==> src/rtl/rgb_mixer_n_if.sv <==
// Encoder/PWM bundle for rgb_mixer_n: per-channel quadrature inputs, PWM outputs,
// packed level readback and the prescaler strobe.
interface rgb_mixer_n_if #(
  parameter int unsigned NUM_CH = 3,
  parameter int unsigned WIDTH  = 8
);
  logic [NUM_CH-1:0]       enc_a;
  logic [NUM_CH-1:0]       enc_b;
  logic [NUM_CH-1:0]       pwm_out;
  logic [NUM_CH*WIDTH-1:0] level;
  logic                    tick;

  modport master (
    output enc_a,
    output enc_b,
    input  pwm_out,
    input  level,
    input  tick
  );

  modport slave (
    input  enc_a,
    input  enc_b,
    output pwm_out,
    output level,
    output tick
  );
endinterface

==> src/rtl/rgb_mixer_n.sv <==
// N-channel quadrature-encoder to PWM mixer: synchronise, debounce on a prescaler tick,
// decode A rising edges into level steps, and compare levels against a shared PWM counter.
module rgb_mixer_n #(
  parameter int unsigned NUM_CH   = 3,
  parameter int unsigned WIDTH    = 8,
  parameter int unsigned DIV_BITS = 8,
  parameter int unsigned HIST_LEN = 8,
  parameter int unsigned STEP     = 1,
  parameter bit          SATURATE = 1'b1
) (
  input logic          clk12_i,
  input logic          reset_ni,
  rgb_mixer_n_if.slave bus_io
);

  if (NUM_CH < 1) begin : g_bad_num_ch
    $error("rgb_mixer_n: NUM_CH must be >= 1");
  end
  if (WIDTH < 2 || WIDTH > 16) begin : g_bad_width
    $error("rgb_mixer_n: WIDTH must be in 2..16");
  end
  if (DIV_BITS < 1) begin : g_bad_div_bits
    $error("rgb_mixer_n: DIV_BITS must be >= 1");
  end
  if (HIST_LEN < 2) begin : g_bad_hist_len
    $error("rgb_mixer_n: HIST_LEN must be >= 2");
  end
  if (STEP < 1 || STEP > (2 ** WIDTH) - 1) begin : g_bad_step
    $error("rgb_mixer_n: STEP must be in 1..2**WIDTH-1");
  end

  localparam logic [WIDTH:0]   StepW    = (WIDTH + 1)'(STEP);
  localparam logic [WIDTH-1:0] LevelMax = '1;

  logic [DIV_BITS-1:0] div_q, div_d;
  logic                tick;

  logic [NUM_CH-1:0]   a_meta_q, a_sync_q, b_meta_q, b_sync_q;
  logic [HIST_LEN-1:0] hist_a_q [NUM_CH];
  logic [HIST_LEN-1:0] hist_a_d [NUM_CH];
  logic [HIST_LEN-1:0] hist_b_q [NUM_CH];
  logic [HIST_LEN-1:0] hist_b_d [NUM_CH];
  logic [NUM_CH-1:0]   db_a_q, db_a_d, db_b_q, db_b_d;
  logic [NUM_CH-1:0]   prev_a_q, prev_a_d;
  logic [NUM_CH-1:0]   pwm_q, pwm_d;
  logic [WIDTH-1:0]    level_q [NUM_CH];
  logic [WIDTH-1:0]    level_d [NUM_CH];
  logic [WIDTH-1:0]    cnt_q, cnt_d;
  logic [WIDTH:0]      up_sum  [NUM_CH];
  logic [WIDTH:0]      dn_diff [NUM_CH];
  logic [NUM_CH*WIDTH-1:0] level_flat;

  assign tick = &div_q;

  always_comb begin
    div_d    = div_q + 1'b1;
    cnt_d    = cnt_q;
    db_a_d   = db_a_q;
    db_b_d   = db_b_q;
    prev_a_d = prev_a_q;
    pwm_d    = pwm_q;
    for (int i = 0; i < NUM_CH; i++) begin
      hist_a_d[i] = hist_a_q[i];
      hist_b_d[i] = hist_b_q[i];
      level_d[i]  = level_q[i];
      // The extra top bit flags overflow (up) or borrow (down) for saturation.
      up_sum[i]   = {1'b0, level_q[i]} + StepW;
      dn_diff[i]  = {1'b0, level_q[i]} - StepW;
    end
    if (tick) begin
      cnt_d    = cnt_q + 1'b1;
      prev_a_d = db_a_q;
      for (int i = 0; i < NUM_CH; i++) begin
        hist_a_d[i] = {hist_a_q[i][HIST_LEN-2:0], a_sync_q[i]};
        hist_b_d[i] = {hist_b_q[i][HIST_LEN-2:0], b_sync_q[i]};
        if (&hist_a_d[i]) begin
          db_a_d[i] = 1'b1;
        end else if (!(|hist_a_d[i])) begin
          db_a_d[i] = 1'b0;
        end
        if (&hist_b_d[i]) begin
          db_b_d[i] = 1'b1;
        end else if (!(|hist_b_d[i])) begin
          db_b_d[i] = 1'b0;
        end
        if (db_a_q[i] && !prev_a_q[i]) begin
          if (!db_b_q[i]) begin
            level_d[i] = (SATURATE && up_sum[i][WIDTH]) ? LevelMax : up_sum[i][WIDTH-1:0];
          end else begin
            level_d[i] = (SATURATE && dn_diff[i][WIDTH]) ? '0 : dn_diff[i][WIDTH-1:0];
          end
        end
        pwm_d[i] = (level_q[i] > cnt_q);
      end
    end
  end

  always_ff @(posedge clk12_i) begin
    if (!reset_ni) begin
      div_q    <= '0;
      a_meta_q <= '0;
      a_sync_q <= '0;
      b_meta_q <= '0;
      b_sync_q <= '0;
      db_a_q   <= '0;
      db_b_q   <= '0;
      prev_a_q <= '0;
      pwm_q    <= '0;
      cnt_q    <= '0;
      for (int i = 0; i < NUM_CH; i++) begin
        hist_a_q[i] <= '0;
        hist_b_q[i] <= '0;
        level_q[i]  <= '0;
      end
    end else begin
      div_q    <= div_d;
      a_meta_q <= bus_io.enc_a;
      a_sync_q <= a_meta_q;
      b_meta_q <= bus_io.enc_b;
      b_sync_q <= b_meta_q;
      db_a_q   <= db_a_d;
      db_b_q   <= db_b_d;
      prev_a_q <= prev_a_d;
      pwm_q    <= pwm_d;
      cnt_q    <= cnt_d;
      for (int i = 0; i < NUM_CH; i++) begin
        hist_a_q[i] <= hist_a_d[i];
        hist_b_q[i] <= hist_b_d[i];
        level_q[i]  <= level_d[i];
      end
    end
  end

  always_comb begin
    level_flat = '0;
    for (int i = 0; i < NUM_CH; i++) begin
      level_flat[i*WIDTH +: WIDTH] = level_q[i];
    end
  end

  assign bus_io.level   = level_flat;
  assign bus_io.pwm_out = pwm_q;
  assign bus_io.tick    = tick;

endmodule
==> src/flat_wrapper.sv <==
// flat-port wrapper written by rule: the top's interface ports become plain ports
module rgb_mixer_n_flat 
#(
  parameter int unsigned NUM_CH   = 3,
  parameter int unsigned WIDTH    = 8,
  parameter int unsigned DIV_BITS = 8,
  parameter int unsigned HIST_LEN = 8,
  parameter int unsigned STEP     = 1,
  parameter bit          SATURATE = 1'b1
)
  (clk12_i, reset_ni, bus_io_enc_a, bus_io_enc_b, bus_io_pwm_out, bus_io_level, bus_io_tick);
  rgb_mixer_n_if #(.NUM_CH(NUM_CH), .WIDTH(WIDTH)) bus_io_i ();
  input logic clk12_i;
  input logic reset_ni;
  input wire logic [$bits(bus_io_i.enc_a)-1:0] bus_io_enc_a;
  input wire logic [$bits(bus_io_i.enc_b)-1:0] bus_io_enc_b;
  output wire logic [$bits(bus_io_i.pwm_out)-1:0] bus_io_pwm_out;
  output wire logic [$bits(bus_io_i.level)-1:0] bus_io_level;
  output wire logic [$bits(bus_io_i.tick)-1:0] bus_io_tick;
  assign bus_io_i.enc_a = bus_io_enc_a;
  assign bus_io_i.enc_b = bus_io_enc_b;
  assign bus_io_pwm_out = bus_io_i.pwm_out;
  assign bus_io_level = bus_io_i.level;
  assign bus_io_tick = bus_io_i.tick;
  rgb_mixer_n #(.NUM_CH(NUM_CH), .WIDTH(WIDTH), .DIV_BITS(DIV_BITS), .HIST_LEN(HIST_LEN), .STEP(STEP), .SATURATE(SATURATE)) u_core (.clk12_i(clk12_i), .reset_ni(reset_ni), .bus_io(bus_io_i));
endmodule
==> config.mk <==
export PLATFORM = sky130hd
export DESIGN_NAME = rgb_mixer_n_flat
export DESIGN_NICKNAME = d
export VERILOG_FILES = /design/src/rtl/rgb_mixer_n_if.sv /design/src/rtl/rgb_mixer_n.sv /design/src/flat_wrapper.sv
export SDC_FILE = /design/constraint.sdc
export NUM_CORES = 1
export LEC_CHECK = 0
export ABC_AREA = 1
export CAP_MARGIN = 20
export CORE_AREA = 2 2 99 101
export DETAILED_ROUTE_END_ITERATION = 10
export DIE_AREA = 0 0 101 103
export GPL_ROUTABILITY_DRIVEN = 0
export GPL_TIMING_DRIVEN = 0
export PLACE_DENSITY = 0.83
export SLEW_MARGIN = 25
export SYNTH_ARGS = -nofsm -noshare
export SYNTH_HDL_FRONTEND = slang
export SYNTH_SLANG_ARGS = --single-unit
export TNS_END_PERCENT = 20
==> constraint.sdc <==
create_clock -name clk12_i -period 5.1 [get_ports clk12_i]
set_clock_uncertainty 0.15 [all_clocks]
set_input_delay 1.53 -clock clk12_i [delete_from_list [all_inputs] [get_ports clk12_i]]
set_output_delay 1.53 -clock clk12_i [all_outputs]
set_load 0.05 [all_outputs]
==> results.cfg <==
[outcome]
outcome = completed

[sta]
rsz0062_at_grt = false
min_period_ps = 4170
relSlewSlack = 0.583
min_period_over_period = 0.817
setup_viol = 0
tightestPinTransition_ps = 625
max_clock_freq_mhz = 240
drv_slew = 0
final_hold_viol_count = 0
setup-tns-final_ps = 0

[clock_network]
clk_path_buf_depth = 2
tritoncts = done
ctsHtreeMaxLevel = 3
cts.clk_slew.worst_paths_ps = 100
cts_hold_buf = 0
cts.repair.resized = 0
clk_latency_ps = 370
cts_buffers = 9
clk_root_buffer_cell = clkbuf_8
clock-sinks = 106
post-cts-setup-buffers = 0

[critical_path]
worst_setup_path_start_kind = flip-flop
cp.required_ps = 3420
cpPeakStageDelay_ps = 840
cp-end-kind = output port
crit_path_max_fanout = 10
path_class = reg -> out
critPathBufInv = 3
crit_chain = ha_1, nand2_1, nor2_1, nand2_2, inv_2, buf_2, clkdlybuf4s50_1
arrival_ps = 2490
crit_family = buffers and inverters
cp_slowest_cell = clkdlybuf4s50_1

[synth]
synthArstFlopShare = 0
synth_edf_count = 0
post-synth-top-area-fraction = 0.366
ys_seq_area_frac = 0.366
netlist_instances = 884
yosys.area.top_type = dfxtp_1
synth_fp_nets = 924
synth_area_leaders = dfxtp_1, nor2_1, nand2_1
yosys_most_used_dff = dfxtp_1
synth_most_common_cell = nor2_1
synth_common_cells = nor2_1, nand2_1, dfxtp_1, inv_1, o21ai_0
synth_area_um2 = 5800
avgSynthCellArea_um2 = 6.56
synth-seq-cells = 106
yosys_warnings = 0
ys_types = 30

[global_routing]
overflow = 0
grt_first_pass_wirelength_um = 22000
grt_usage = 0.257
grt_max_degree = 19
antenna_found_initial = 0
grt_pass1_vias = 4904

[floorplan]
ios = 36
core_area_um2 = 9460
die_x_um = 101
row_count = 36
die_h_um = 103
dieArea_um2 = 10400
initial_utilization = 0.613

[cells_and_area]
drive_gt1_frac = 0.0406
area_growth_pct = 11.5
diodes = 0
final_nets = 970
fill_cells = 870

[pwr]
pwr-share-seq = 0.615
intPower_uw = 1030
switching_share = 0.242
pwr_density_cell_nw_per_um2 = 210
leakage_uw = 0.00285
p_comb_frac = 0.029
peakVddDrop_mv = 0.169
p_sw_uw = 329
finalPower_uw = 1360
p_clk_frac = 0.357

[min_path]
hold_class = reg -> reg

[place]
dp_hpwl_um = 9440
portBuffers = 35

[drt]
drt-initial-drc-count = 386
wirelength_um = 13100
drtPass1Iterations = 6
viasPerCell = 5.46
route.detailed.drc = 0
vias = 5727
detail_route.wl_per_cell_um = 12.5
ant_nets = 0

[run]
drv_cap = 0
## metrics by stage
stage	cells	util	hold WS [ps]	cell area, um2	setup WS, ps
floorplan	884	-	240	5800	2220
global placement	1033	0.665	242	6290	1370
detailed placement	1033	0.665	247	6290	1340
CTS	1049	0.684	271	6470	918
global route	1049	0.684	279	6470	768
finish	1049	0.684	269	6470	933
## state kept, by name, summed over array words and instances (netlist names)
register,flops
u_core.level_q,24
u_core.hist_a_q,21
u_core.hist_b_q,21
u_core.cnt_q,8
u_core.div_q,8
u_core.a_meta_q,3
u_core.a_sync_q,3
u_core.b_meta_q,3
u_core.b_sync_q,3
u_core.bus_io.pwm_out,3
u_core.db_a_q,3
u_core.db_b_q,3
u_core.prev_a_q,3
## metal layers
layer | GRT usage | vias to the layer above | wire length, um
li1 | - | 2948 | -
met1 | 0.340 | 2610 | 6180
met2 | 0.443 | 152 | 6170
met3 | 0.0285 | 17 | 554
met4 | 0.0790 | 0 | 157
met5 | 0 | - | 0
## cells in the final DEF, fill, tap and decap left out, types with 3 or more instances in the layout
master	n
nor2_1	190
nand3_2	3
buf_6	3
o21bai_1	3
clkbuf_8	9
inv_2	3
o21ai_0	79
nand2_1	188
a21oi_1	52
o21a_1	3
nand3_1	56
clkbuf_1	15
ha_1	32
clkdlybuf4s50_1	35
nand4_1	27
nor3_1	7
inv_1	91
buf_2	6
xor2_1	9
dfxtp_1	106
## kinds of logic after synthesis
family / Yosys count / share of synthesized area
flip-flops: 106 / 0.366
buffers and inverters: 120 / 0.0837
AND/OR/NAND/NOR: 479 / 0.346
adder cells (fa/ha/maj): 32 / 0.0690
AO/OA/AOI/OAI: 138 / 0.122
XOR/XNOR: 9 / 0.0136
## power by group through the flow
stage          sequential, uW  clock [uW]  combinational (uW)
6_report                  837         485                39.1
5_1_grt                   838         525                44.9
2_1_floorplan             855           0                24.2
3_3_place_gp              856           0                38.6
3_5_place_dp              856           0                38.9
4_1_cts                   837         493                39.3
## worst register-to-register path, cell delays in order, from the launching register on
cell,delay [ps]
dfxtp_1,460
inv_1,170
ha_1,300
nand3_1,130
nor2_1,80
nor2_1,430
nand2_1,100
nand2_1,80
nor2_1,40
nor2_1,110
## area by class of cell
cell class | count | area (um2) | area share
Sequential cell | 106 | 2120 | 0.328
Buffer | 26 | 133 | 0.0205
Inverter | 94 | 353 | 0.0545
Clock inverter | 6 | 48.8 | 0.00754
Clock buffer | 10 | 128 | 0.0197
Tap cell | 114 | 143 | 0.0220
Timing Repair Buffer | 35 | 350 | 0.0541
Multi-Input combinational cell | 658 | 3190 | 0.494
## path summary, 6_finish.rpt
path / depth (start not counted) / startpoint / to / slack (ps)
worst max-delay path: 7 / u_core.div_q[0] / bus_io_tick / 930
worst min-delay path: 2 / u_core.b_meta_q[2] / u_core.b_sync_q[2] / 270
worst max register to register: 9 / u_core.level_q[0][8] / u_core.level_q[0][10] / 3000
worst min register to register: 2 / u_core.b_meta_q[2] / u_core.b_sync_q[2] / 270
Power figures use the tool's default switching activity.
